## src/rtl/mips_pkg.sv

```systemverilog
// Shared encodings for the multicycle MIPS core: opcodes, functs, ALU selects and
// the controller state and ALU-class enums.
package mips_pkg;

  localparam logic [5:0] OpRtype = 6'h00;
  localparam logic [5:0] OpJ     = 6'h02;
  localparam logic [5:0] OpBeq   = 6'h04;
  localparam logic [5:0] OpBne   = 6'h05;
  localparam logic [5:0] OpAddi  = 6'h08;
  localparam logic [5:0] OpAndi  = 6'h0C;
  localparam logic [5:0] OpOri   = 6'h0D;
  localparam logic [5:0] OpXori  = 6'h0E;
  localparam logic [5:0] OpLw    = 6'h23;
  localparam logic [5:0] OpSw    = 6'h2B;

  localparam logic [5:0] FnSll  = 6'h00;
  localparam logic [5:0] FnSrl  = 6'h02;
  localparam logic [5:0] FnSra  = 6'h03;
  localparam logic [5:0] FnSllv = 6'h04;
  localparam logic [5:0] FnSrlv = 6'h06;
  localparam logic [5:0] FnSrav = 6'h07;
  localparam logic [5:0] FnAdd  = 6'h20;
  localparam logic [5:0] FnAddu = 6'h21;
  localparam logic [5:0] FnSub  = 6'h22;
  localparam logic [5:0] FnSubu = 6'h23;
  localparam logic [5:0] FnAnd  = 6'h24;
  localparam logic [5:0] FnOr   = 6'h25;
  localparam logic [5:0] FnXor  = 6'h26;

  localparam logic [3:0] AluAdd  = 4'd0;
  localparam logic [3:0] AluSub  = 4'd1;
  localparam logic [3:0] AluSll  = 4'd2;
  localparam logic [3:0] AluSrl  = 4'd3;
  localparam logic [3:0] AluSllv = 4'd4;
  localparam logic [3:0] AluSrlv = 4'd5;
  localparam logic [3:0] AluSra  = 4'd6;
  localparam logic [3:0] AluAnd  = 4'd7;
  localparam logic [3:0] AluOr   = 4'd8;
  localparam logic [3:0] AluXor  = 4'd9;
  localparam logic [3:0] AluSrav = 4'd11;

  typedef enum logic [3:0] {
    StRst, StFetch, StDecode, StMemAdr, StMemRd, StMemWb, StMemWr,
    StRtExe, StRtWb, StIExe, StIWb, StBranch, StJump, StTrap
  } state_e;

  typedef enum logic [2:0] {
    AluClsNone, AluClsAdd, AluClsSub, AluClsFunct, AluClsImm
  } alu_cls_e;

endpackage

```

## src/rtl/mips_alu_decoder.sv

```systemverilog
// Combinational ALU select decode from (state class, opcode, funct), plus R-type
// legality and whether the instruction traps on signed overflow.
module mips_alu_decoder
  import mips_pkg::*;
(
  input  alu_cls_e    alu_cls,
  input  logic [5:0]  opcode,
  input  logic [5:0]  funct,
  output logic [3:0]  alu_sel,
  output logic        rtype_legal,
  output logic        trap_on_ovf
);

  logic [3:0] funct_sel;
  logic [3:0] imm_sel;

  always_comb begin
    funct_sel   = AluAdd;
    rtype_legal = 1'b1;
    case (funct)
      FnAdd, FnAddu: funct_sel = AluAdd;
      FnSub, FnSubu: funct_sel = AluSub;
      FnSll:         funct_sel = AluSll;
      FnSrl:         funct_sel = AluSrl;
      FnSra:         funct_sel = AluSra;
      FnSllv:        funct_sel = AluSllv;
      FnSrlv:        funct_sel = AluSrlv;
      FnSrav:        funct_sel = AluSrav;
      FnAnd:         funct_sel = AluAnd;
      FnOr:          funct_sel = AluOr;
      FnXor:         funct_sel = AluXor;
      default:       rtype_legal = 1'b0;
    endcase
  end

  always_comb begin
    imm_sel = AluAdd;
    case (opcode)
      OpAndi:  imm_sel = AluAnd;
      OpOri:   imm_sel = AluOr;
      OpXori:  imm_sel = AluXor;
      default: imm_sel = AluAdd;
    endcase
  end

  // Only the signed add/sub forms trap; addu/subu wrap silently.
  assign trap_on_ovf = ((opcode == OpRtype) && ((funct == FnAdd) || (funct == FnSub))) ||
                       (opcode == OpAddi);

  always_comb begin
    alu_sel = AluAdd;
    case (alu_cls)
      AluClsAdd:   alu_sel = AluAdd;
      AluClsSub:   alu_sel = AluSub;
      AluClsFunct: alu_sel = funct_sel;
      AluClsImm:   alu_sel = imm_sel;
      default:     alu_sel = AluAdd;
    endcase
  end

endmodule

```

## src/rtl/mips_mc_controller.sv

```systemverilog
// Main control FSM for the multicycle MIPS datapath: fetch, decode, execute,
// memory and writeback sequencing with overflow and illegal-instruction traps.
module mips_mc_controller
  import mips_pkg::*;
#(
  parameter int unsigned SEL_BITS    = 4,
  parameter bit          MEM_WAIT_EN = 1'b1
) (
  input  logic                clk,
  input  logic                rst,
  input  logic [5:0]          opcode,
  input  logic [5:0]          funct,
  input  logic                zero,
  input  logic                ovf,
  input  logic                mem_ready,
  output logic                iord,
  output logic                mem_write,
  output logic                ir_write,
  output logic                pc_en,
  output logic [1:0]          pc_src,
  output logic                reg_dst,
  output logic                mem_to_reg,
  output logic                reg_write,
  output logic                alu_src_a,
  output logic [1:0]          alu_src_b,
  output logic                imm_zext,
  output logic [SEL_BITS-1:0] alu_sel,
  output logic                exc_ovf,
  output logic                exc_ill
);

  state_e   state_q, state_d;
  logic     cause_ovf_q, cause_ovf_d;
  alu_cls_e alu_cls;
  logic [3:0] dec_sel;
  logic     rtype_legal;
  logic     trap_on_ovf;
  logic     mem_rdy;

  assign mem_rdy = MEM_WAIT_EN ? mem_ready : 1'b1;

  mips_alu_decoder u_alu_decoder (
    .alu_cls     (alu_cls),
    .opcode      (opcode),
    .funct       (funct),
    .alu_sel     (dec_sel),
    .rtype_legal (rtype_legal),
    .trap_on_ovf (trap_on_ovf)
  );

  assign alu_sel = SEL_BITS'(dec_sel);

  always_ff @(posedge clk) begin
    if (rst) begin
      state_q     <= StRst;
      cause_ovf_q <= 1'b0;
    end else begin
      state_q     <= state_d;
      cause_ovf_q <= cause_ovf_d;
    end
  end

  always_comb begin
    state_d     = state_q;
    cause_ovf_d = cause_ovf_q;
    alu_cls     = AluClsNone;
    iord        = 1'b0;
    mem_write   = 1'b0;
    ir_write    = 1'b0;
    pc_en       = 1'b0;
    pc_src      = 2'd0;
    reg_dst     = 1'b0;
    mem_to_reg  = 1'b0;
    reg_write   = 1'b0;
    alu_src_a   = 1'b0;
    alu_src_b   = 2'd0;
    imm_zext    = 1'b0;
    exc_ovf     = 1'b0;
    exc_ill     = 1'b0;
    case (state_q)
      StRst: state_d = StFetch;
      StFetch: begin
        alu_src_b = 2'd1;
        alu_cls   = AluClsAdd;
        if (mem_rdy) begin
          ir_write = 1'b1;
          pc_en    = 1'b1;
          state_d  = StDecode;
        end
      end
      StDecode: begin
        alu_src_b = 2'd3;
        alu_cls   = AluClsAdd;
        case (opcode)
          OpLw, OpSw:                   state_d = StMemAdr;
          OpRtype:                      state_d = rtype_legal ? StRtExe : StTrap;
          OpAddi, OpAndi, OpOri, OpXori: state_d = StIExe;
          OpBeq, OpBne:                 state_d = StBranch;
          OpJ:                          state_d = StJump;
          default:                      state_d = StTrap;
        endcase
        cause_ovf_d = 1'b0;
      end
      StMemAdr: begin
        alu_src_a = 1'b1;
        alu_src_b = 2'd2;
        alu_cls   = AluClsAdd;
        state_d   = (opcode == OpSw) ? StMemWr : StMemRd;
      end
      StMemRd: begin
        iord = 1'b1;
        if (mem_rdy) state_d = StMemWb;
      end
      StMemWb: begin
        mem_to_reg = 1'b1;
        reg_write  = 1'b1;
        state_d    = StFetch;
      end
      StMemWr: begin
        iord      = 1'b1;
        mem_write = 1'b1;
        if (mem_rdy) state_d = StFetch;
      end
      StRtExe: begin
        alu_src_a = 1'b1;
        alu_cls   = AluClsFunct;
        if (ovf && trap_on_ovf) begin
          state_d     = StTrap;
          cause_ovf_d = 1'b1;
        end else begin
          state_d = StRtWb;
        end
      end
      StRtWb: begin
        reg_dst   = 1'b1;
        reg_write = 1'b1;
        state_d   = StFetch;
      end
      StIExe: begin
        alu_src_a = 1'b1;
        alu_src_b = 2'd2;
        alu_cls   = AluClsImm;
        imm_zext  = (opcode == OpAndi) || (opcode == OpOri) || (opcode == OpXori);
        if (ovf && trap_on_ovf) begin
          state_d     = StTrap;
          cause_ovf_d = 1'b1;
        end else begin
          state_d = StIWb;
        end
      end
      StIWb: begin
        reg_write = 1'b1;
        state_d   = StFetch;
      end
      StBranch: begin
        alu_src_a = 1'b1;
        alu_cls   = AluClsSub;
        pc_src    = 2'd1;
        pc_en     = (opcode == OpBne) ? !zero : zero;
        state_d   = StFetch;
      end
      StJump: begin
        pc_src  = 2'd2;
        pc_en   = 1'b1;
        state_d = StFetch;
      end
      StTrap: begin
        exc_ovf = cause_ovf_q;
        exc_ill = !cause_ovf_q;
        state_d = StFetch;
      end
      default: state_d = StRst;
    endcase
  end

endmodule

```

## config.mk

```make
export PLATFORM = sky130hd
export DESIGN_NAME = mips_mc_controller
export DESIGN_NICKNAME = d
export VERILOG_FILES = /design/src/rtl/mips_pkg.sv /design/src/rtl/mips_alu_decoder.sv /design/src/rtl/mips_mc_controller.sv
export SDC_FILE = /design/constraint.sdc
export NUM_CORES = 1
export LEC_CHECK = 0
export BUFFER_PORTS_ARGS = -buffer_cell sky130_fd_sc_hd__buf_2
export CAP_MARGIN = 20
export CORE_MARGIN = 5
export CORE_UTILIZATION = 29
export DETAILED_ROUTE_END_ITERATION = 8
export GPL_TIMING_DRIVEN = 0
export PLACE_DENSITY = 0.57
export SLEW_MARGIN = 20
export SYNTH_ARGS = -nofsm -noshare
export SYNTH_HDL_FRONTEND = slang
export SYNTH_SLANG_ARGS = --single-unit
```

## constraint.sdc

```tcl
create_clock -name clk -period 1.3 [get_ports clk]
set_clock_uncertainty 0.15 [all_clocks]
set_input_delay 0.065 -clock clk [delete_from_list [all_inputs] [get_ports clk]]
set_output_delay 0.065 -clock clk [all_outputs]
set_load 0.01 [all_outputs]
```

=== After elaboration in Yosys (flattened, before gate mapping) ===
Index checks and enable logic that the tools add are counted.

* Output and inout bits: 19
* Logic and storage cells: 100
* Bits of input ports: 17
* Bits in latches: 0
* ROM bits: 0
* Bits in writable memories: 0
* Register bits: 5
* Memories kept: 0

* Div/mod/pow operators: 0
* Eq/ne operators: 41
* Bitwise gates (word level): 0
* Multipliers: 0
* Shift-type cells: 0
* Reductions and logical operators: 26
* Magnitude comparators: 0
* Add/sub/neg operators: 0
* Multiplexer cells: 31

{| class="wikitable"
|+ Operators by type and width
! operator !! number
|-
| $eq A6 B6 Y1 const B || 9
|-
| $pmux W4 S10 || 1
|-
| $pmux W4 S8 || 1
|-
| $eq A6 B3 Y1 const B || 5
|-
| $eq A4 B4 Y1 const B || 6
|-
| $eq A6 B4 Y1 const B || 4
|-
| $pmux W4 S3 || 2
|-
| $pmux W4 S5 || 1
|-
| $eq A6 B2 Y1 const B || 3
|-
| $eq A4 B3 Y1 const B || 4
|-
| $mux W4 || 4
|-
| $mux W1 || 14
|-
| $reduce_or A13 Y1 || 1
|-
| $logic_not A6 Y1 || 2
|-
| $pmux W3 S4 || 1
|-
| $reduce_or A2 Y1 || 6
|-
| $eq A4 B2 Y1 const B || 2
|-
| $reduce_or A4 Y1 || 2
|-
| $reduce_or A7 Y1 || 1
|-
| $eq A3 B2 Y1 const B || 2
|-
| $mux W3 || 2
|-
| $ne A2 B2 Y1 const B || 3
|-
| $pmux W2 S3 || 1
|-
| $reduce_or A3 Y1 || 2
|-
| other kinds (14) || 19
|}

=== Depth between registers and ports, before layout ===
* Depth after elaboration: 7
* Gate-level depth with buffers: 6
* Gate-level depth less buffers: 5

=== Hierarchy ===
Synthesis repeated with hierarchy kept, for this count alone.

* Cells, all modules: 151
* Area total of the unflattened synthesis: 968.4 µm²

{| class="wikitable"
|+ Modules (own cells, without submodules)
! module !! instances !! area each (µm²) !! cells an instance !! sequential area each (µm²)
|-
| mips_mc_controller || 1 || 711.9 || 112 || 100.1
|-
| mips_alu_decoder || 1 || 256.5 || 39 || 0.0
|}

=== Least setup slack after synthesis ===
Ideal clock, no wire load.

* Path type: register -> output
* From: reg state_q[2]
* To: out alu_sel[2]
* Arrival: 1.270 ns
* Buffers on the path: 1
* Required time: 1.085 ns
* Slack: -0.185 ns
* Stages on the path, launching flop included: 5
* Cell sequence: dfxtp_1 buf_4 nand2b_4 or3_4 o32ai_2

* Word-level cells in the longest chain between the ends: 5
* Elaborated cells between the ends (all ways): 12
* Classes of those cells: eq/ne: 9; mux: 2; reduce/logical: 1

{| class="wikitable"
|+ Ends and longest elaborated chain
! item !! RTL line !! RTL
|-
| start: declaration || mips_mc_controller.sv:32 || <nowiki>state_e state_q, state_d;</nowiki>
|-
| start signal: assignment || mips_mc_controller.sv:55 || <nowiki>state_q <= StRst;</nowiki>
|-
| start signal: assignment || mips_mc_controller.sv:58 || <nowiki>state_q <= state_d;</nowiki>
|-
| $eq A4 B2 Y1 / $eq A4 B1 Y1 (equally long branches) || mips_mc_controller.sv:80 || <nowiki>case (state_q)</nowiki>
|-
| $reduce_or A3 Y1 (no source line) || - ||
|-
| $pmux W3 S4 * || mips_mc_controller.sv:80 ||
|-
| $eq A3 B3 Y1 / $eq A3 B2 Y1 (equally long branches) || mips_alu_decoder.sv:52 || <nowiki>case (alu_cls)</nowiki>
|-
| $pmux W4 S3 * || mips_alu_decoder.sv:52 ||
|-
| end: declaration || mips_mc_controller.sv:27 || <nowiki>output logic [SEL_BITS-1:0] alu_sel,</nowiki>
|}

Mark *: on every way between the ends. The rest lies on a longest branch, timed or not.

=== Worst setup path in the final report ===
* From: reg state_q[3]
* To: out alu_sel[3]

Same word-level chain as after synthesis.

==> impl_metrics.json <==
{
  "cp_top_family": "simple AND/OR/NAND/NOR gates",
  "max_freq_mhz": 538,
  "floorplan.core_area_mm2": 0.00331,
  "clk-insertion-delay-late_ps": 240,
  "hold_class": "in2reg",
  "drc": 0,
  "synth_edf_count": 0,
  "cts_tree": "yes",
  "final-hold-violation-count": 0,
  "required_ps": 1090,
  "grt_max_degree": 11,
  "final_area_mm2": 0.00164,
  "num-nets-final": 205,
  "avgSynthCellArea_um2": 7.30,
  "clk_pin_slew_worst_paths_ps": 40,
  "synth-async-reset-ratio_pct": 0,
  "pin_count": 36,
  "grt_overflow": 0,
  "dieArea_mm2": 0.00464,
  "cts_inserted_buffers": 3,
  "wl_per_cell_um": 16.0,
  "reg2reg_depth": 8,
  "synth_seq_cells": 5,
  "fp.dieH_um": 68.1,
  "r2r-start": "state_q[3]",
  "rows": 21,
  "cts_sinks": 5,
  "place_area_mm2": 0.00121,
  "rr_endpoint": "state_q[2]",
  "vias_per_cell": 5.51,
  "synth_flop_cell": "dfxtp_1",
  "r2r_slack_ps": -380,
  "port_buffers": 31,
  "vias": 1283,
  "worstPathArrival_ps": 1640,
  "start_util_pct": 29.6,
  "cp-start-kind": "flop",
  "grt_pass1_wl_um": 5400,
  "place.gp.congestion": 0.777,
  "grt_use_total_pct": 15.0,
  "holdPathStages": 3,
  "root_buffer": "clkbuf_4",
  "synthDistinctLibCells": 48,
  "path_max_fanout": 3,
  "synth_warnings": 0,
  "cp_slowest_cell": "dfxtp_2",
  "critPathCaptureType": "output pin",
  "antenna_found_initial": 0,
  "netlist_instances": 134,
  "fin_ws_ps": -559,
  "rsz0062_at_grt": "yes",
  "hold_start": "opcode[4]",
  "relSlewSlack_pct": 75.2,
  "power.density_mw_per_mm2": 542,
  "grt_pass1_vias": 1179,
  "wl_um": 3730,
  "die_w_um": 68.1,
  "setup_viol": 24,
  "worst_pin_slew_ps": 368,
  "maxCapViolations": 0,
  "path_class": "reg2out",
  "insertedDiodeCount": 0,
  "drtAntennaViolNets": 0,
  "drtIter0Drc": 94,
  "min_period_over_period_pct": 143,
  "utilization_pct": 49.5,
  "synth.yosys.seq_area_share_pct": 10.2,
  "outcome": "finished with violations",
  "cp_num_buf_inv": 1,
  "synth.cell_area_um2": 978,
  "holdPathEnd": "state_q[3]",
  "nFillCells": 329,
  "crit_chain": "nand2b_4, nor4_4, o2111ai_2, o22ai_2, buf_2",
  "p_leak_nw": 0.695,
  "maxSlewViolCount": 0,
  "multiInputGateArea_um2": 931,
  "syn_nets": 151,
  "fin_crit_ps": 1860,
  "slowest_delay_ps": 330,
  "area_growth_pct": 67.5,
  "firstDrtPassIters": 4,
  "ctsLongestPathBuffers": 2,
  "drive_gt1_share_pct": 54.0,
  "seq_area_um2": 110,
  "ir_drop_v": 0.000264,
  "dp_hpwl_um": 2270,
  "pre_cts_ws_ps": -356,
  "violations": "negative setup slack",
  "cts_htree_levels": 1
}
[tightest hold or removal path, cell delays in order]
cell      delay (ps)
buf_2            140
o211ai_1         190
a21oi_1           70
[layer usage]
| layer | global-route usage (%) | part of all wire, % |
|---|---|---|
| met5 | 0 | 0 |
| met4 | 4.71 | 2.2 |
| met3 | 3.28 | 7.4 |
| met2 | 25.8 | 52 |
| met1 | 18.5 | 38 |
[Yosys cell counts, types with 3 or more instances]
master | count | area, um^2
a21oi_1 | 8 | 40.0
a31oi_1 | 6 | 37.5
buf_2 | 5 | 25.0
buf_4 | 4 | 30.0
buf_6 | 3 | 33.8
dfxtp_1 | 5 | 100
inv_1 | 4 | 15.0
nand2_1 | 11 | 41.3
nand2b_1 | 5 | 31.3
nand2b_4 | 3 | 41.3
nor2_1 | 16 | 60.1
nor2b_1 | 3 | 18.8
nor3_1 | 7 | 35.0
nor4_1 | 3 | 18.8
o211ai_1 | 4 | 30.0
xnor2_1 | 3 | 26.3
[sequential cells by signal, summed over array words and instances, names as in the netlist]
register / cells
state_q: 4
cause_ovf_q: 1
[cell families after synthesis]
group                     synth area share (%)
DFF                                       10.2
muxes                                     3.20
buffers and inverters                     11.4
AOI/OAI and AO/OA                         32.5
xor gates and xnor gates                  3.58
and+or+nand+nor                           39.1
[power breakdown]
group          internal, W  switching (W)
logic             0.000261       0.000273
clock network     0.000116      0.0000606
registers         0.000163      0.0000140
total             0.000540       0.000348
[worst max path at each step]
stage                    start         end  slack [ps]  cells after the start
global route        state_q[3]  alu_sel[3]        -620                      5
global placement    state_q[3]  alu_sel[1]        -360                      5
floorplan           state_q[1]  alu_sel[1]        -170                      4
CTS                 state_q[3]  alu_sel[3]        -500                      5
finish              state_q[3]  alu_sel[3]        -560                      5
detailed placement  state_q[3]  alu_sel[1]        -360                      5
[cell type report]
type                    instances  share of cell area [%]
flip-flops and latches          5                    6.72
plain buffers                  11                    7.94
well taps                      46                    3.51
clock buffers                   4                    1.60
repair buffers                 52                    22.5
inverters                       4                   0.916
multi-input cells             111                    56.8
[through the flow]
step	TNS (ps)	hold WS, ps	power, W	instances
2_1_floorplan	-858	-18.8	0.000423	134
3_3_place_gp	-2620	185	0.000522	211
3_5_place_dp	-2680	179	0.000527	211
4_1_cts	-6270	71.4	0.000765	223
5_1_grt	-8270	142	0.000940	233
6_report	-6960	130	0.000888	233
[cells in the final DEF (no fill, tap or decap), drive strengths merged, types with 2 or more instances in the layout]
| master | Yosys | layout |
|---|---|---|
| buf | 12 | 60 |
| nor2 | 16 | 16 |
| nand2 | 11 | 11 |
| a21oi | 8 | 8 |
| nand2b | 8 | 8 |
| nor3 | 7 | 7 |
| a31oi | 6 | 6 |
| clkbuf | 2 | 6 |
| o21ai | 5 | 5 |
| dfxtp | 5 | 5 |
| o211ai | 4 | 4 |
| inv | 4 | 4 |
| nor4 | 4 | 4 |
| xnor2 | 3 | 3 |
| o22ai | 3 | 3 |
| o31ai | 3 | 3 |
| nor2b | 3 | 3 |
| nand3 | 2 | 2 |
| mux2i | 2 | 2 |
| and2 | 2 | 2 |
| nand4 | 2 | 2 |
| nand3b | 2 | 2 |
| a21o | 2 | 2 |
| nor3b | 2 | 2 |
| nand4b | 2 | 2 |
| o41ai | 2 | 2 |
[repair_timing]
item,in CTS,in global routing
pin swaps,11,13
gates resized for setup,30,31
gates cloned,0,0
setup endpoints to repair,24,24
hold buffers,1,0
setup buffers,9,11
endpoints found under the hold margin,3,0
Note: power is estimated with default switching activity, not from simulation.
